[src/rtl/noc_router_pkg.sv]
// Shared definitions for the mesh NoC router: flit types, output port
// indices and small field helpers.
package noc_router_pkg;

    typedef enum logic [1:0] {
        FLIT_HEAD      = 2'b00,
        FLIT_BODY      = 2'b01,
        FLIT_TAIL      = 2'b10,
        FLIT_HEAD_TAIL = 2'b11
    } flit_type_e;

    localparam int NUM_PORTS = 5;

    localparam logic [2:0] PORT_N = 3'd0;
    localparam logic [2:0] PORT_S = 3'd1;
    localparam logic [2:0] PORT_W = 3'd2;
    localparam logic [2:0] PORT_E = 3'd3;
    localparam logic [2:0] PORT_L = 3'd4;

    function automatic flit_type_e flit_type_f(input logic [1:0] type_bits);
        return flit_type_e'(type_bits);
    endfunction

    function automatic logic [NUM_PORTS-1:0] port_onehot_f(input logic [2:0] idx);
        logic [NUM_PORTS-1:0] onehot;
        onehot = '0;
        onehot[idx] = 1'b1;
        return onehot;
    endfunction

endpackage

[src/rtl/xy_route_calc.sv]
// Dimension-ordered (X first, then Y) route computation for one flit.
module xy_route_calc
    import noc_router_pkg::*;
#(
    parameter int X_W      = 2,
    parameter int Y_W      = 2,
    parameter int ROUTER_X = 0,
    parameter int ROUTER_Y = 0
) (
    input  logic [X_W-1:0]       x_dest_i,
    input  logic [Y_W-1:0]       y_dest_i,
    output logic [NUM_PORTS-1:0] route_o
);

    localparam logic [X_W-1:0] RX = X_W'(ROUTER_X);
    localparam logic [Y_W-1:0] RY = Y_W'(ROUTER_Y);

    always_comb begin
        if (x_dest_i > RX) begin
            route_o = port_onehot_f(PORT_E);
        end else if (x_dest_i < RX) begin
            route_o = port_onehot_f(PORT_W);
        end else if (y_dest_i > RY) begin
            route_o = port_onehot_f(PORT_N);
        end else if (y_dest_i < RY) begin
            route_o = port_onehot_f(PORT_S);
        end else begin
            route_o = port_onehot_f(PORT_L);
        end
    end

endmodule

[src/rtl/input_router_xy.sv]
// Per-input routing stage: XY route on head flits, per-VC route table for
// body/tail flits, registered valid/ready output with error and drop count.
module input_router_xy
    import noc_router_pkg::*;
#(
    parameter int FLIT_W   = 34,
    parameter int NUM_VC   = 2,
    parameter int X_W      = 2,
    parameter int Y_W      = 2,
    parameter int ROUTER_X = 0,
    parameter int ROUTER_Y = 0,
    parameter int CNT_W    = 8
) (
    input  logic                 clk,
    input  logic                 arst,
    input  logic [FLIT_W-1:0]    flit_i,
    input  logic                 valid_i,
    output logic                 ready_o,
    output logic [FLIT_W-1:0]    flit_o,
    output logic [NUM_PORTS-1:0] route_o,
    output logic                 valid_o,
    input  logic                 ready_i,
    output logic                 err_o,
    output logic [CNT_W-1:0]     drop_cnt_o
);

    localparam int VC_W = (NUM_VC > 1) ? $clog2(NUM_VC) : 1;
    localparam logic [VC_W:0] NUM_VC_L = (VC_W+1)'(NUM_VC);

    logic [FLIT_W-1:0]    flit_q, flit_d;
    logic [NUM_PORTS-1:0] route_q, route_d;
    logic                 valid_q, valid_d;
    logic                 err_q, err_d;
    logic [CNT_W-1:0]     cnt_q, cnt_d;
    logic [NUM_VC-1:0]    open_q, open_d;
    logic [NUM_PORTS-1:0] table_q [NUM_VC];
    logic [NUM_PORTS-1:0] table_d [NUM_VC];

    flit_type_e           ftype;
    logic [X_W-1:0]       x_dest;
    logic [Y_W-1:0]       y_dest;
    logic [VC_W-1:0]      vc_raw;
    logic [VC_W-1:0]      vc_idx;
    logic                 vc_bad;
    logic                 accept;
    logic                 drop;
    logic [NUM_PORTS-1:0] route_xy;

    assign ftype  = flit_type_f(flit_i[FLIT_W-1 -: 2]);
    assign x_dest = flit_i[FLIT_W-3 -: X_W];
    assign y_dest = flit_i[FLIT_W-3-X_W -: Y_W];
    assign vc_raw = flit_i[VC_W-1:0];

    // A single-VC router ignores the vc field entirely.
    assign vc_bad = (NUM_VC > 1) && ({1'b0, vc_raw} >= NUM_VC_L);
    assign vc_idx = ((NUM_VC == 1) || vc_bad) ? '0 : vc_raw;

    assign ready_o = !valid_q || ready_i;
    assign accept  = valid_i && ready_o;

    xy_route_calc #(
        .X_W      (X_W),
        .Y_W      (Y_W),
        .ROUTER_X (ROUTER_X),
        .ROUTER_Y (ROUTER_Y)
    ) u_xy_route_calc (
        .x_dest_i (x_dest),
        .y_dest_i (y_dest),
        .route_o  (route_xy)
    );

    always_comb begin
        flit_d  = flit_q;
        route_d = route_q;
        valid_d = valid_q;
        err_d   = 1'b0;
        cnt_d   = cnt_q;
        open_d  = open_q;
        table_d = table_q;
        drop    = 1'b0;

        if (ready_o) begin
            valid_d = 1'b0;
            route_d = '0;
        end

        if (accept) begin
            if (vc_bad) begin
                drop = 1'b1;
            end else begin
                case (ftype)
                    FLIT_HEAD: begin
                        flit_d          = flit_i;
                        route_d         = route_xy;
                        valid_d         = 1'b1;
                        table_d[vc_idx] = route_xy;
                        open_d[vc_idx]  = 1'b1;
                        err_d           = open_q[vc_idx];
                    end
                    FLIT_HEAD_TAIL: begin
                        flit_d         = flit_i;
                        route_d        = route_xy;
                        valid_d        = 1'b1;
                        open_d[vc_idx] = 1'b0;
                    end
                    FLIT_BODY: begin
                        if (open_q[vc_idx]) begin
                            flit_d  = flit_i;
                            route_d = table_q[vc_idx];
                            valid_d = 1'b1;
                        end else begin
                            drop = 1'b1;
                        end
                    end
                    default: begin
                        if (open_q[vc_idx]) begin
                            flit_d         = flit_i;
                            route_d        = table_q[vc_idx];
                            valid_d        = 1'b1;
                            open_d[vc_idx] = 1'b0;
                        end else begin
                            drop = 1'b1;
                        end
                    end
                endcase
            end

            if (drop) begin
                err_d = 1'b1;
                if (cnt_q != '1) begin
                    cnt_d = cnt_q + CNT_W'(1);
                end
            end
        end
    end

    always_ff @(posedge clk) begin
        if (arst) begin
            flit_q  <= '0;
            route_q <= '0;
            valid_q <= 1'b0;
            err_q   <= 1'b0;
            cnt_q   <= '0;
            open_q  <= '0;
            table_q <= '{default: '0};
        end else begin
            flit_q  <= flit_d;
            route_q <= route_d;
            valid_q <= valid_d;
            err_q   <= err_d;
            cnt_q   <= cnt_d;
            open_q  <= open_d;
            table_q <= table_d;
        end
    end

    assign flit_o     = flit_q;
    assign route_o    = route_q;
    assign valid_o    = valid_q;
    assign err_o      = err_q;
    assign drop_cnt_o = cnt_q;

endmodule

[config.mk]
export PLATFORM = sky130hd
export DESIGN_NAME = input_router_xy
export DESIGN_NICKNAME = d
export VERILOG_FILES = /design/src/rtl/noc_router_pkg.sv /design/src/rtl/xy_route_calc.sv /design/src/rtl/input_router_xy.sv
export SDC_FILE = /design/constraint.sdc
export NUM_CORES = 1
export LEC_CHECK = 0
export ABC_CLOCK_PERIOD_IN_PS = 2200
export CORE_ASPECT_RATIO = 1.4
export CORE_MARGIN = 2
export CORE_UTILIZATION = 44
export DETAILED_ROUTE_END_ITERATION = 12
export HOLD_SLACK_MARGIN = 0.12
export PLACE_DENSITY = 0.91
export SYNTH_ARGS = -nofsm -noshare
export SYNTH_HDL_FRONTEND = slang
export SYNTH_SLANG_ARGS = --single-unit
[constraint.sdc]
create_clock -name clk -period 2.2 [get_ports clk]
set_input_delay 0.44 -clock clk [delete_from_list [all_inputs] [get_ports clk]]
set_output_delay 0.44 -clock clk [all_outputs]
set_load 0.02 [all_outputs]
# ---- Yosys cells after proc, flatten, opt, wreduce, memory -nomap -nowiden
# Cells that the tools add are included.
dict set report op_classes {
  add_sub_neg 1
  n_lt_le_gt_ge 8
  n_eq_ne 3
  mux 31
  bitwise_logic 6
  reduce_logical 14
}
# operator n
set op_table {}
lappend op_table {{two-way mux 34 bit} 2}
lappend op_table {{two-way mux 5 bit} 12}
lappend op_table {{two-way mux 1 bit} 12}
lappend op_table {{bitwise mux 10 bit} 1}
lappend op_table {{adder 8 x 1 -> 8 bit, second input constant} 1}
lappend op_table {{inequality test 8 bit, second input constant} 1}
lappend op_table {{< comparator 2 x 1 -> 1 bit, second input constant} 3}
lappend op_table {{case mux 2 bit (3 select lines)} 1}
lappend op_table {{AND reduction 3 bit} 2}
lappend op_table {{demux 5 bit (select 1 bit)} 1}
lappend op_table {{greater-than comparator 2 x 1 -> 1 bit, second input constant} 2}
lappend op_table {{AND reduction 2 bit} 2}
lappend op_table {{OR reduction 2 bit} 2}
lappend op_table {{logical AND 1 bit} 3}
lappend op_table {{nonzero test 3 bit} 1}
lappend op_table {{bitwise AND 2 bit} 1}
lappend op_table {{== test 2 x 1 -> 1 bit, second input constant} 1}
lappend op_table {{== test 2 bit, second input constant} 1}
lappend op_table {{>= comparator 2 bit, second input constant} 1}
lappend op_table {{zero test 2 bit} 1}
lappend op_table {{< comparator 1 x 2 -> 1 bit, second input constant} 1}
lappend op_table {{two-way mux 2 bit} 1}
lappend op_table {{NOT 1 bit} 2}
lappend op_table {{NOT 1 -> 2 bit} 1}
lappend op_table {{7 further kinds} 7}
dict set report totals {
  reg_bits 61
  inputBits 38
  out_inout_bits 50
}

# ---- Longest topological paths before layout
# Gate-level depths: netlist (run 1).
dict set report depth {
  depth_word 8
  ltp_mapped 8
  depth_no_buf 5
}

# ---- Cells and area by module
# Synthesis (run 1) repeated with hierarchy kept, for this count alone.
dict set report hier_totals {
  cells_unflattened 298
  area_unflattened_um2 2462.4
}
# mod n_inst cells_each area_each_um2 seq_area_each_um2
set by_module_without_submodules {}
lappend by_module_without_submodules {input_router_xy 1 291 2414.8 1221.2}
lappend by_module_without_submodules {xy_route_calc 1 7 47.5 0.0}

# ---- Worst setup path after synthesis (run 1)
# OpenSTA, ideal clock, no wires.
dict set report synth_path {
  kind {in2reg}
  start {input port flit_i[32]}
  end {register cnt_q[5] (netlist: drop_cnt_o[5])}
  setup_time_ns 0.121
  arrival_ns 1.833
  required_time_ns 2.079
  path_slack_ns 0.246
  path_stages 6
  path_cell_list {inv_1 ha_1 clkbuf_1 nand4_2 nor4_1 mux2_2}
}
dict set report synth_via {
  elab_chain_cells 5
  elab_cells_between_ends 6
}
# item line
set synth_rtl {}
lappend synth_rtl {{start, declared} input_router_xy.sv:16} ;# input logic [FLIT_W-1:0] flit_i,
lappend synth_rtl {{== test 2 bit / zero test 2 bit (equally long branches)} input_router_xy.sv:91} ;# case (ftype)
lappend synth_rtl {{OR reduction 2 bit (no source line) *} --}
lappend synth_rtl {{two-way mux 1 bit *} --}
lappend synth_rtl {{two-way mux 1 bit *} input_router_xy.sv:87} ;# if (accept) begin
lappend synth_rtl {{AND reduction 3 bit (no source line) *} --}
lappend synth_rtl {{end signal, assigned} input_router_xy.sv:151} ;# cnt_q <= cnt_d;
lappend synth_rtl {{end, declared} input_router_xy.sv:34} ;# logic [CNT_W-1:0] cnt_q, cnt_d;
# Mark *: on every way between the ends. The rest lies on a longest branch, timed or not. The select of a mux whose other input is x is not followed.
# A chain may end at the register's enable or synchronous reset.

# ---- Worst setup path in the final report (run 1)
dict set report layout_path {
  start {input port ready_i}
  end {output port ready_o}
}
dict set report layout_via {
  elab_chain_cells 1
}
# item line
set layout_rtl {}
lappend layout_rtl {{start, declared} input_router_xy.sv:22} ;# input logic ready_i,
lappend layout_rtl {{logical OR 1 bit} input_router_xy.sv:58} ;# assign ready_o = !valid_q || ready_i;
lappend layout_rtl {{end, declared} input_router_xy.sv:18} ;# output logic ready_o,
# Every way passes these cells.

==> flow_summary.toml, run 1 <==
[logic_synthesis]
synth_warnings = 0
synth_top_family_by_area = "multiplexers"
synth_nets = 275
synth_xor_area_frac = 0
avgSynthCellArea_um2 = 9.913
synth_compound_area_frac = 0.06796
synth_top_area_share = 0.4919
synth.area.mux_share = 0.2087
synth_cell_types = 33
synthCells = 234
synth-adder-area-share = 0.01618
seq_area_frac_synth = 0.4919
syn-cell-area_um2 = 2320
synthTopCellsByArea = "dfxtp_1, mux2i_1, nor2_1, a21oi_1, buf_6"
ys_ff_latch = 57
synth_largest_area_cell = "dfxtp_1"
synth_simple_gate_area_frac = 0.1672

[final_layout]
fin_area_um2 = 3533
nFillCells = 405
final_common_cell = "clkdlybuf4s50_1"
drive_above_1_share = 0.1068
mostFrequentLayoutCells = "clkdlybuf4s50_1, dfxtp_1, nor2_1"
syn_to_final_growth_pct = 52.32
nets = 373
diodes = 0

[drt]
detailedRoute.firstIterationViolations = 126
drc = 0
routed_wl_mm = 5.502
ant_nets = 0
wl_per_cell_um = 13.65
dr.pass1.iters = 4
vias_per_cell = 5.087
vias = 2050

[die]
fp.dieW_um = 65.37
start_util = 0.4531
die_h_um = 89.91
core_um2 = 5120
die_area_um2 = 5877
row_count = 31
io_pins = 88

[grt]
grt_max_degree = 39
globalRoute.totalOverflow = 0
antenna_found_initial = 0
grt_pass1_wl_mm = 9.197
grt_pass1_vias = 2047
grt_usage = 0.2006

[pwr]
p_comb_frac = 0.162
p_int_mw = 2.002
pwr-share-seq = 0.420
p_sw_frac = 0.2408
p_leak_nw = 1.391
power.switching_mw = 0.6351
p_clk_frac = 0.418
p_total_mw = 2.637
power_density_nw_per_um2 = 746.3
vdd_drop_max_mv = 0.5297

[worst_setup_path]
r2r_setup_slack_ns = 0.52
cp.arrival_ns = 1.70
r2r-start = "valid_o"
path_class = "in2out"
cp-startpoint = "ready_i"
crit_path_end_kind = "output pin"
cp.required_ns = 1.76
path_max_fanout = 3
start_kind = "input port"

[timing]
rsz0062_at_grt = "false"
fin_crit_sh = 0.9726
setup_violations = 0
slew_headroom = 0.6648
period_needed_ns = 2.140
worst_clock_skew_ns = 0.004127
tightest_slew_ns = 0.5010
timing.final.hold_violations = 0
maxSlewViolCount = 0
worst_slack_ns = 0.06024
fmax_ghz = 0.4673
worst_hold_slack_ns = 0.4689

[clocking]
cts_tree = "built"
clk_path_buf_depth = 2
root_buffer = "clkbuf_8"
postCtsResizedCells = 0
ctsHoldBuffers = 0
cts.clk_slew.worst_paths_ns = 0.06
cts_setup_buffers = 0
cts_buffers = 9
cts.sinks = 57
h-tree-depth = 3
clock_latency_ns = 0.33

[job]
maxCapViolCount = 0

[worst_hold_path]
hp-start = "route_o[0]"
hold_path_class = "reg2reg"

[place]
pre_cts_slack_ns = -0.2410
port_buffers = 87
post-dp-hpwl_mm = 4.013
post_dp_cell_area_um2 = 3304
gp_congestion = 0.8193

[outcome]
status = "complete, no violations"
[area by class of cell]
type | instances | area [µm²] | area share
clock buffer | 11 | 151.4 | 0.04285
clock inverter | 5 | 77.57 | 0.02195
inverter | 6 | 22.52 | 0.006374
multi-input combinational | 157 | 1075 | 0.3042
sequential | 57 | 1141 | 0.3229
tap | 66 | 82.58 | 0.02337
timing repair buffer | 101 | 983.4 | 0.2783
[power by group through the flow]
| stage | Sequential [mW] | Combinational (mW) | Clock, mW |
|---|---|---|---|
| floorplan | 1.18 | 0.168 | 0 |
| global placement | 1.13 | 0.420 | 0 |
| detailed placement | 1.13 | 0.430 | 0 |
| CTS | 1.11 | 0.431 | 1.13 |
| global route | 1.11 | 0.458 | 1.18 |
| finish | 1.11 | 0.428 | 1.10 |
[stage by stage]
stage / utilization / instances / setup TNS (ns)
2_1_floorplan: - / 234 / 0
3_3_place_gp: 0.6454 / 387 / -6.620
3_5_place_dp: 0.6454 / 387 / -8.828
4_1_cts: 0.6901 / 403 / 0
5_1_grt: 0.6901 / 403 / 0
6_report: 0.6901 / 403 / 0
[sequential cells by signal, indices dropped and copies added, names as in the netlist, named ones only]
name,flops
route_o,5
table_q,6
flit_o,34
valid_o,1
err_o,1
drop_cnt_o,8
[cells in the mapped netlist (all sizes together)]
| master | instances |
|---|---|
| and2 | 1 |
| nor3b | 1 |
| clkbuf | 7 |
| buf | 7 |
| mux2i | 46 |
| nand4 | 3 |
| or2 | 1 |
| nor2 | 47 |
| o211ai | 3 |
| mux2 | 1 |
| dfxtp | 57 |
| a21oi | 9 |
| inv | 6 |
| nand2 | 12 |
| nor3 | 2 |
| nand4b | 1 |
| or4 | 4 |
| nor4 | 2 |
| a211oi | 1 |
| nand3 | 4 |
| o21ai | 2 |
| and3 | 2 |
| nor2b | 2 |
| o311ai | 2 |
| or3 | 1 |
| o31ai | 2 |
| ha | 3 |
| o41ai | 4 |
| or3b | 1 |
[logic make-up after synthesis]
logic type | Yosys count
compound gates | 23
flops | 57
fa+ha+maj | 3
buf+inv | 20
simple gates | 84
mux | 47
[path summary, 6_finish.rpt]
kind,endpoint,depth (start not counted)
worst max-delay path,ready_o,4
worst min-delay path,route_o[0],2
worst max register to register,drop_cnt_o[7],6
worst min register to register,route_o[0],2
[routing by layer]
layer / part of all wire / vias up / global-route usage
li1: - / 1015 / -
met1: 0.39 / 959 / 0.2163
met2: 0.52 / 70 / 0.3401
met3: 0.069 / 6 / 0.08260
met4: 0.017 / 0 / 0.08160
met5: 0 / - / 0
[worst max-delay path, stage by stage]
cell and delay (ns):
clkdlybuf4s50_1 0.46, nor2b_1 0.06, inv_1 0.12, clkdlybuf4s50_1 0.62
Note: power is estimated with default switching activity, not from simulation.
==> inputs of run 2 (changes only) <==
Settings changed: ABC_CLOCK_PERIOD_IN_PS 2200 to 2400, CORE_UTILIZATION 44 to 45, CTS_BUF_LIST set to sky130_fd_sc_hd__clkbuf_4 sky130_fd_sc_hd__clkbuf_8, GPL_ROUTABILITY_DRIVEN set to 0, PLACE_DENSITY 0.91 to 0.93.
Clock period 2.2 ns to 2.4 ns, I/O delays scaled along.
==> run 2 against run 1 <==
Clock power fell by 31%. Final cell count fell by 1.2%. Total power shrank 18%. Largest cell class unchanged.
==> flow_summary.toml, run 2 (synthesis gave the netlist of run 1 again) <==
[worst_setup_path]
cp.required_ns = 1.92
path_class = "in2out"
cp.arrival_ns = 1.81
path_cells = "clkdlybuf4s50_1 > nor2b_1 > inv_1 > clkdlybuf4s50_1"
crit_top_cell = "clkdlybuf4s50_1"
path_max_fanout = 6
slowest_stage = "clkdlybuf4s50_1"
start_kind = "input port"
crit_path_end_kind = "output pin"
slowest_delay_ns = 0.65

[timing]
tightest_slew_ns = 0.5799
timing.final.hold_violations = 0
worst_slack_ns = 0.1083
fmax_ghz = 0.4364
period_needed_ns = 2.292
worst_clock_skew_ns = 0.01142
fin_crit_sh = 0.9549
slew_headroom = 0.6134
setup_violations = 0
final.setup.tns_ns = 0
maxSlewViolCount = 0
rsz0062_at_grt = "false"
worst_hold_slack_ns = 0.4751

[pwr]
vdd_drop_max_mv = 0.4840
p_leak_nw = 1.360
p_total_mw = 2.164
pwr-share-seq = 0.469
p_comb_frac = 0.181
power.switching_mw = 0.5681
p_int_mw = 1.596
p_sw_frac = 0.2625
p_clk_frac = 0.350
power_density_nw_per_um2 = 627.0

[grt]
grt_max_degree = 31
globalRoute.totalOverflow = 0
grt_pass1_vias = 2080
grt_pass1_wl_mm = 9.432
antenna_found_initial = 0
grt_usage = 0.2134

[place]
pre_cts_slack_ns = -0.09576
port_buffers = 87
post_dp_cell_area_um2 = 3287
post-dp-hpwl_mm = 4.127

[clocking]
clock_latency_ns = 0.33
cts_buffers = 9
postCtsResizedCells = 0
root_buffer = "clkbuf_8"
cts.clk_slew.worst_paths_ns = 0.05
cts.sinks = 57
clk_path_buf_depth = 2
cts_tree = "built"
h-tree-depth = 3
cts_setup_buffers = 0
ctsHoldBuffers = 0

[drt]
vias = 2027
wl_per_cell_um = 14.25
ant_nets = 0
vias_per_cell = 5.093
detailedRoute.firstIterationViolations = 112
routed_wl_mm = 5.673
dr.pass1.iters = 4
drc = 0

[die]
core_um2 = 4917
start_util = 0.4718
die_area_um2 = 5753
fp.dieW_um = 64.68
die_h_um = 88.95
row_count = 30
io_pins = 88

[outcome]
status = "complete, no violations"

[job]
maxCapViolCount = 0

[final_layout]
drive_above_1_share = 0.09880
largest_register_ffs = 34
diodes = 0
mostFrequentLayoutCells = "clkdlybuf4s50_1, dfxtp_1, nor2_1"
fin_area_um2 = 3452
final_common_cell = "clkdlybuf4s50_1"
nets = 371
syn_to_final_growth_pct = 48.81
nFillCells = 379

[worst_hold_path]
hold_path_class = "reg2reg"
## run 2: cell types whose count changed in the layout (fill, tap and decap cells not counted)
cell	delta
buf_4	-2
clkbuf_4	+1
clkinv_2	+2
bufinv_16	-2
clkinvlp_4	-1
clkbuf_8	-1
## run 2: worst max-delay path, delay by kind of cell
kind / cells / cell delay (ns)
buffers and inverters: 3 / 1.28
and+or+nand+nor: 1 / 0.05
## run 2: power groups by stage
| stage | clock (mW) | sequential [mW] | combinational (mW) |
|---|---|---|---|
| after floorplan | 0 | 1.08 | 0.154 |
| after global placement | 0 | 1.03 | 0.382 |
| after detailed placement | 0 | 1.03 | 0.392 |
| after CTS | 0.775 | 1.02 | 0.396 |
| after global routing | 0.820 | 1.02 | 0.422 |
| final | 0.756 | 1.02 | 0.393 |
## run 2: per-layer routing
metal,wire (µm),up-vias,track usage
met5,0,-,0
met4,96,0,0.08704
met3,366,10,0.07935
met2,2902,70,0.3712
met1,2308,941,0.2366
li1,-,1006,-
## run 2: per-stage QoR
step                        util  std cells
after floorplan                -        234
after global placement    0.6684        383
after detailed placement  0.6684        383
after CTS                 0.7020        398
after global routing      0.7020        398
final                     0.7020        398
## run 2: path summary, 6_finish.rpt
kind,from,cells after the start,endpoint,slack (ns)
worst min register to register,route_o[4],2,route_o[4],0.48
worst max register to register,valid_o,5,drop_cnt_o[5],0.68
worst min-delay path,route_o[4],2,route_o[4],0.48
worst max-delay path,ready_i,4,ready_o,0.11
## run 2: final cells by class
type	instances	area [µm²]	area share
well taps	64	80.08	0.02320
inverters	6	22.52	0.006524
repair buffers	99	968.4	0.2805
clock buffers	11	145.1	0.04204
clock inverters	4	20.02	0.005799
flip-flops and latches	57	1141	0.3306
multi-input cells	157	1075	0.3113
